$ cat config.mk
export PLATFORM = sky130hd
export DESIGN_NAME = seven_seg_scanner
export DESIGN_NICKNAME = d
export VERILOG_FILES = /design/src/rtl/seven_seg_pkg.sv /design/src/rtl/hex_to_seg.sv /design/src/rtl/seven_seg_scanner.sv
export SDC_FILE = /design/constraint.sdc
export NUM_CORES = 1
export LEC_CHECK = 0
export ABC_AREA = 0
export ABC_CLOCK_PERIOD_IN_PS = 2600
export CORE_MARGIN = 4
export CORE_UTILIZATION = 45
export DETAILED_ROUTE_END_ITERATION = 8
export DONT_BUFFER_PORTS = 1
export SETUP_SLACK_MARGIN = 0.05
export SLEW_MARGIN = 0
export SYNTH_ARGS = -nofsm -noshare
export SYNTH_HDL_FRONTEND = slang
export SYNTH_HIERARCHICAL = 1
export SYNTH_SLANG_ARGS = --single-unit
$ cat constraint.sdc
create_clock -name clk -period 2.6 [get_ports clk]
set_clock_uncertainty 0.1 [all_clocks]
set_input_delay 0.26 -clock clk [delete_from_list [all_inputs] [get_ports clk]]
set_output_delay 0.26 -clock clk [all_outputs]
set_load 0.02 [all_outputs]
$ cat src/rtl/seven_seg_pkg.sv
// Shared constants and types for the seven-segment scanner.
// Segment codes are active-low {g,f,e,d,c,b,a}.
package seven_seg_pkg;
  localparam int NUM_DIGITS = 4;

  localparam logic [6:0] SEG_OFF = 7'b1111111;
  localparam logic [3:0] AN_OFF  = 4'b1111;

  // Indexed by hex value; entry 15 is listed first.
  localparam logic [15:0][6:0] SEG_LUT = {
    7'b0001110, 7'b0000110, 7'b0100001, 7'b1000110,  // F E d C
    7'b0000011, 7'b0001000, 7'b0010000, 7'b0000000,  // b A 9 8
    7'b1111000, 7'b0000010, 7'b0010010, 7'b0011001,  // 7 6 5 4
    7'b0110000, 7'b0100100, 7'b1111001, 7'b1000000   // 3 2 1 0
  };

  typedef struct packed {
    logic [NUM_DIGITS-1:0]      dp;
    logic [NUM_DIGITS-1:0][3:0] digit;
  } frame_t;
endpackage

$ cat src/rtl/hex_to_seg.sv
// Combinational hex digit to active-low seven-segment decoder.
module hex_to_seg
  import seven_seg_pkg::*;
(
  input  logic [3:0] hex,
  output logic [6:0] seg
);
  assign seg = SEG_LUT[hex];
endmodule

$ cat src/rtl/seven_seg_scanner.sv
// Four-digit multiplexed seven-segment driver with anti-ghosting blanking and
// frame-synchronous value commit. Define SEVEN_SEG_LZ_BLANK_EN to suppress leading zeros.
module seven_seg_scanner
  import seven_seg_pkg::*;
#(
  parameter int BLANK_CYCLES = 16
) (
  input  logic        clk,
  input  logic        rst,
  input  logic [1:0]  scan_sel,
  input  logic [15:0] value_in,
  input  logic [3:0]  dp_in,
  input  logic        value_valid,
  output logic        pending,
  output logic [3:0]  an,
  output logic [6:0]  seg,
  output logic        dp
);
  localparam logic [7:0] CNT_INIT = 8'(BLANK_CYCLES);

  logic [1:0] sel_q;
  logic [7:0] blank_cnt;
  frame_t     disp_q, shadow_q, in_frame;
  logic       change, frame_bnd, blank;
  logic [6:0] dec_seg, digit_seg;
  logic       lz_blank;

  assign in_frame  = {dp_in, value_in};
  assign change    = (scan_sel != sel_q);
  assign frame_bnd = (sel_q == 2'd3) && (scan_sel == 2'd0);
  assign blank     = change || (blank_cnt != 8'd0);

  hex_to_seg u_dec (
    .hex (disp_q.digit[sel_q]),
    .seg (dec_seg)
  );

`ifdef SEVEN_SEG_LZ_BLANK_EN
  // A digit above digit0 is dark when it and every digit above it are zero.
  logic hi_zero;
  always_comb begin
    lz_blank = 1'b0;
    hi_zero  = 1'b1;
    for (int i = NUM_DIGITS-1; i > 0; i--) begin
      hi_zero = hi_zero && (disp_q.digit[i] == 4'd0);
      if (sel_q == 2'(i) && hi_zero) lz_blank = 1'b1;
    end
  end
`else
  assign lz_blank = 1'b0;
`endif

  assign digit_seg = lz_blank ? SEG_OFF : dec_seg;

  always_ff @(posedge clk) begin
    if (rst) begin
      sel_q     <= 2'd0;
      blank_cnt <= CNT_INIT;
      disp_q    <= '0;
      shadow_q  <= '0;
      pending   <= 1'b0;
      an        <= AN_OFF;
      seg       <= SEG_OFF;
      dp        <= 1'b1;
    end else begin
      sel_q <= scan_sel;

      if (change)                  blank_cnt <= CNT_INIT;
      else if (blank_cnt != 8'd0)  blank_cnt <= blank_cnt - 8'd1;

      if (value_valid) shadow_q <= in_frame;

      // Display only changes on the 3->0 wrap so a frame never mixes two values.
      if (frame_bnd) begin
        if (value_valid)  disp_q <= in_frame;
        else if (pending) disp_q <= shadow_q;
        pending <= 1'b0;
      end else if (value_valid) begin
        pending <= 1'b1;
      end

      if (blank) begin
        an  <= AN_OFF;
        seg <= SEG_OFF;
        dp  <= 1'b1;
      end else begin
        an  <= ~(4'b0001 << sel_q);
        seg <= digit_seg;
        dp  <= ~disp_q.dp[sel_q];
      end
    end
  end
endmodule

-- After elaboration in Yosys (flattened, before gate mapping)
Memories as Yosys holds them, arrays and structs flattened. A register that Yosys moved wholly into a read port is not among the register bits.
Index checks and enable logic that the tools add are counted.
- $add $sub $neg: 1
- magnitude comparators: 1
- equal/unequal tests: 2
- shift operators: 1
- multiplexer cells: 6
- bitwise operators: 2
- reductions and logical operators: 9
- operator list (operator ; number):
    $mux W20 ; 2
    $bmux W4 S2 ; 1
    $reduce_bool A8 Y1 ; 1
    $sub A8 B1 Y8 const B ; 1
    $reduce_or A2 Y1 ; 3
    $mux W4 ; 1
    $not A4 Y4 ; 1
    $shl A1 B2 Y4 const A ; 1
    $lt A2 B3 Y1 const B ; 1
    $bmux W1 S2 ; 1
    $eq A2 B2 Y1 const B ; 1
    $logic_not A2 Y1 ; 1
    $ne A2 B2 Y1 ; 1
    $reduce_and A2 Y1 ; 1
    $reduce_bool A2 Y1 ; 1
    $logic_and A1 B1 Y1 ; 1
    $logic_or A1 B1 Y1 ; 1
    $mux W1 ; 1
    $not A1 Y1 ; 1
- register bits: 56
- bits in read-only memories: 112
- memories kept: 1
- memories (memory ; words ; bits a word ; read ports ; clocked after memory_dff ; wr ports ; RTL line ; RTL):
    (name not given) ; 16 ; 7 ; 1 ; 1 ; 0 ; hex_to_seg.sv:8 ; assign seg = SEG_LUT[hex];

-- Longest topological paths before layout
- depth in word-level cells: 3
- gate-level depth with buffers: 8
- depth with buffers taken out: 7

-- Hierarchy
Netlist, hierarchy kept.
- by module, submodules not included (module ; times used ; cells an instance ; area an instance (um^2)):
    seven_seg_scanner ; 1 ; 223 ; 2374.8
    hex_to_seg ; 1 ; 32 ; 275.3

-- Least setup slack after synthesis
Ideal clock, no wire load.
- kind: flip-flop to flip-flop
- start: reg sel_q[0]
- end: reg seg[0]
- library setup time: 64 ps
- arrival: 2153 ps
- required time: 2436 ps
- path slack: 283 ps
- stages on the path, launching flop included: 9
- path buffers: 1
- cells stage by stage: dfxtp_1 > buf_2 > mux4_2 > inv_1 > ha_1 > and2b_2 > or3b_1 > o21ai_0 > nand3b_1
- cells in the longest elaborated chain, start to end: 3
- ends and longest elaborated chain (item ; RTL line ; RTL):
    start: declaration ; seven_seg_scanner.sv:21 ; logic [1:0] sel_q;
    start signal: assignment ; seven_seg_scanner.sv:66 ; sel_q <= scan_sel;
    $ne A2 B2 Y1 ; seven_seg_scanner.sv:29 ; assign change = (scan_sel != sel_q);
    $logic_or A1 B1 Y1 ; seven_seg_scanner.sv:31 ; assign blank = change || (blank_cnt != 8'd0);
    $reduce_or A2 Y1 (no line) ; -- ;
    end: declaration ; seven_seg_scanner.sv:16 ; output logic [6:0] seg,
Several ways; a longest one is shown, not always the timed one. The select of a mux whose other input is x is not followed.
A chain may end at the register's enable or synchronous reset.

-- Final worst setup path
Ends and elaborated chain as after synthesis.

==> out/qor.yml <==
power_leakage_nw: 1.122
synth_cell_types: 38
first_pass_iters: 4
fin_util_pct: 53.84
crit_fanout: 5
synth.avg_cell_area_sq_um: 10.39
place_congestion: 0.7887
holdPathEnd: "shadow_q[1]$_SDFFE_PP0P_"
synth-edff-count: 0
critical_path_arrival_ns: 2.45
cap_viol_max_count: 0
wl_per_cell_um: 15.63
path_class: "reg -> reg"
regArea_sq_um: 1261
post-route-period-util_pct: 87.20
setup_viol: 0
initial_core_util_pct: 47.26
ys_seq_area_share_pct: 47.59
hold_depth: 2
via_count: 1893
antenna_found_initial: 0
synthXorXnorAreaFrac_pct: 1.322
ant_nets: 0
die_x_um: 84.74
fillers: 545
ys.warnings.count: 6
num_antenna_cells: 0
cts_tree: "done"
timing.fmax_mhz: 441.1
dieHeight_um: 84.74
worst_slew_pin_slew_ns: 0.3926
timing.rr.start: "sel_q[0]$_SDFF_PP0_"
crit_path_end_kind: "flop"
port_buffers: 0
cts_root_buf: "clkbuf_8"
start_kind: "flop"
synth_compound_area_share_pct: 13.69
num_rows: 27
cts_setup_buffers: 0
cts_max_path_buffers: 2
crit_chain: "mux4_2 > inv_1 > ha_1 > and2b_2 > or3b_1 > o21ai_0 > nand3b_1"
core_area_sq_um: 5608
hpwlAfterDp_um: 3550
grt_pass1_vias: 1881
wl_um: 5313
hold_viol_final: 0
areaGrowthSynthToFinish_pct: 13.93
synth_cells: 255
hold_path.class: "in -> reg"
rrSetupSlack_ns: 0.33
drive_above_1_share_pct: 11.57
cts_sinks: 63
rsz0062_at_grt: "no"
viasPerCell: 5.568
ir_drop_uv: 352.1
insertion_delay_ns: 0.34
timing.setup.tns_ns: 0
grt_max_degree: 44
crit_required_ns: 2.78
ys_async_sr_fraction_pct: 0
synth_top_family_by_area: "multiplexers"
crit_slowest_cell: "mux4_2"
status: "complete, no violations"
grt_remaining_overflow: 0
ys_ff_latch: 63
synth_flop_cell: "dfxtp_1"
multiInputGateArea_sq_um: 1270
critPathMaxStageDelay_ns: 0.58
slew_viol_final: 0
power.density_nw_per_um2: 665.7
grtUsageTotal_pct: 16.03
numCtsBuffers: 9
period_needed_ns: 2.267
synth-simple-area-share_pct: 13.93
crit_start: "sel_q[0]$_SDFF_PP0_"
htreeDepth: 3
max_slew_margin_pct: 73.83
clk_pin_slew_ns: 0.07
nets: 297
dieArea_sq_um: 7181
hold_start: "value_valid"
syn-num-nets: 289
pin_count: 38
rr_endpoint: "seg[0]$_SDFF_PP1_"
grt_pass1_wl_um: 9121
synthAdderAreaFrac_pct: 4.249
syn-cell-area_sq_um: 2650
drt_iter0_drc: 56
muxShareOfSynthArea_pct: 14.73
drcViolationCount: 0
rr_worst_depth: 7
==> what timing repair did <==
item	in CTS	in global routing
hold buffers	12	1
hold endpoints to repair	43	1
gates resized for setup	0	0
==> layer usage <==
| metal | share of wire [%] | vias to the layer above | track usage (%) |
|---|---|---|---|
| li1 | - | 944 | - |
| met1 | 49 | 882 | 21.42 |
| met2 | 41 | 55 | 21.85 |
| met3 | 7.2 | 12 | 5.397 |
| met4 | 2.6 | 0 | 10.36 |
| met5 | 0 | - | 0 |
==> layout make-up <==
class,count,area share [%]
well taps,72,2.984
inverters,6,0.7460
flip-flops and latches,63,41.77
clock inverters,4,1.492
multi-input cells,164,42.06
clock buffers,12,4.807
repair buffers,19,6.133
==> per-stage QoR <==
step | cell area (sq um) | std cells | total power [mW] | hold WS [ns] | setup slack [ns]
final | 3019 | 340 | 2.010 | 0.005409 | 0.3329
after detailed placement | 2689 | 311 | 1.175 | 0.2471 | 0.3555
after global routing | 3019 | 340 | 2.097 | 0.0008582 | 0.1563
after global placement | 2689 | 311 | 1.172 | 0.2447 | 0.3929
after CTS | 3009 | 339 | 2.036 | 0.0005559 | 0.3317
after floorplan | 2650 | 255 | 1.163 | 0.2882 | 0.2832
==> critical path, delay by kind of cell, from the launching register on <==
| kind | cells | cell delay, ns |
|---|---|---|
| AOI/OAI and AO/OA | 1 | 0.07 |
| buffers and inverters | 1 | 0.17 |
| DFF | 1 | 0.39 |
| muxes | 1 | 0.58 |
| adders and majority gates | 1 | 0.20 |
| and+or+nand+nor | 3 | 0.70 |
==> cells by family (layout without fill, tap and decap cells) <==
| logic type | count (synthesis) | in the layout |
|---|---|---|
| AO/OA/AOI/OAI | 57 | 57 |
| multiplexers | 31 | 31 |
| buffers and inverters | 28 | 41 |
| AND/OR/NAND/NOR | 63 | 63 |
| flip-flops | 63 | 63 |
| adder cells (fa/ha/maj) | 9 | 9 |
| XOR/XNOR | 4 | 4 |
==> flip-flops by register name (all words and copies together) (netlist names) <==
name       cells
an             4
blank_cnt      8
disp_q        20
dp             1
pending        1
seg            7
sel_q          2
shadow_q      20
==> cell usage in the layout, fill, tap and decap left out, types with 2 or more instances in the layout <==
cell type	n
a211oi_1	22
a21oi_1	22
a22o_1	2
buf_4	6
clkbuf_1	2
clkbuf_8	10
clkinv_2	3
dfxtp_1	63
dlygate4sd3_1	12
ha_1	9
inv_1	6
mux2i_1	24
mux4_2	5
nand3_1	2
nand3b_1	7
nand4b_1	2
nor2_1	25
nor2b_1	2
nor3_1	5
nor3b_1	2
o21ai_0	7
o31ai_1	2
or3_1	3
or3b_1	2
or4_1	3
or4b_1	2
xnor2_1	2
xor2_1	2
==> synthesized netlist by cell type (all sizes together), types with 2 or more instances <==
cell type  count  area share (%)
dfxtp         63              48
nor2          26             4.0
mux2i         24             9.1
a211oi        22             6.2
a21oi         22             4.2
clkbuf        16             2.3
ha             9             4.2
nand3b         7             2.0
o21ai          7             1.3
buf            6             1.4
inv            6            0.85
mux4           6             5.2
nor3           5            0.94
or3            3            0.71
or4            3            0.85
a22o           2            0.66
nand3          2            0.38
nand4b         2            0.66
nor2b          2            0.47
nor3b          2            0.57
o31ai          2            0.57
or3b           2            0.66
or4b           2            0.76
xnor2          2            0.66
xor2           2            0.66
==> power by group <==
group	total, mW	switching (mW)	internal (mW)	leakage [nW]
clock network	0.828	0.364	0.465	0.100
logic	0.163	0.0861	0.0770	0.508
registers	1.02	0.0211	0.997	0.514
==> how the worst max path moves through the flow <==
| stage | end | slack [ns] |
|---|---|---|
| 3_5_place_dp | seg[0]$_SDFF_PP1_ | 0.36 |
| 3_3_place_gp | seg[0]$_SDFF_PP1_ | 0.39 |
| 5_1_grt | seg[0]$_SDFF_PP1_ | 0.16 |
| 4_1_cts | seg[0]$_SDFF_PP1_ | 0.33 |
| 2_1_floorplan | seg[0]$_SDFF_PP1_ | 0.28 |
| 6_report | seg[0]$_SDFF_PP1_ | 0.33 |
Note: power is estimated with default switching activity, not from simulation.
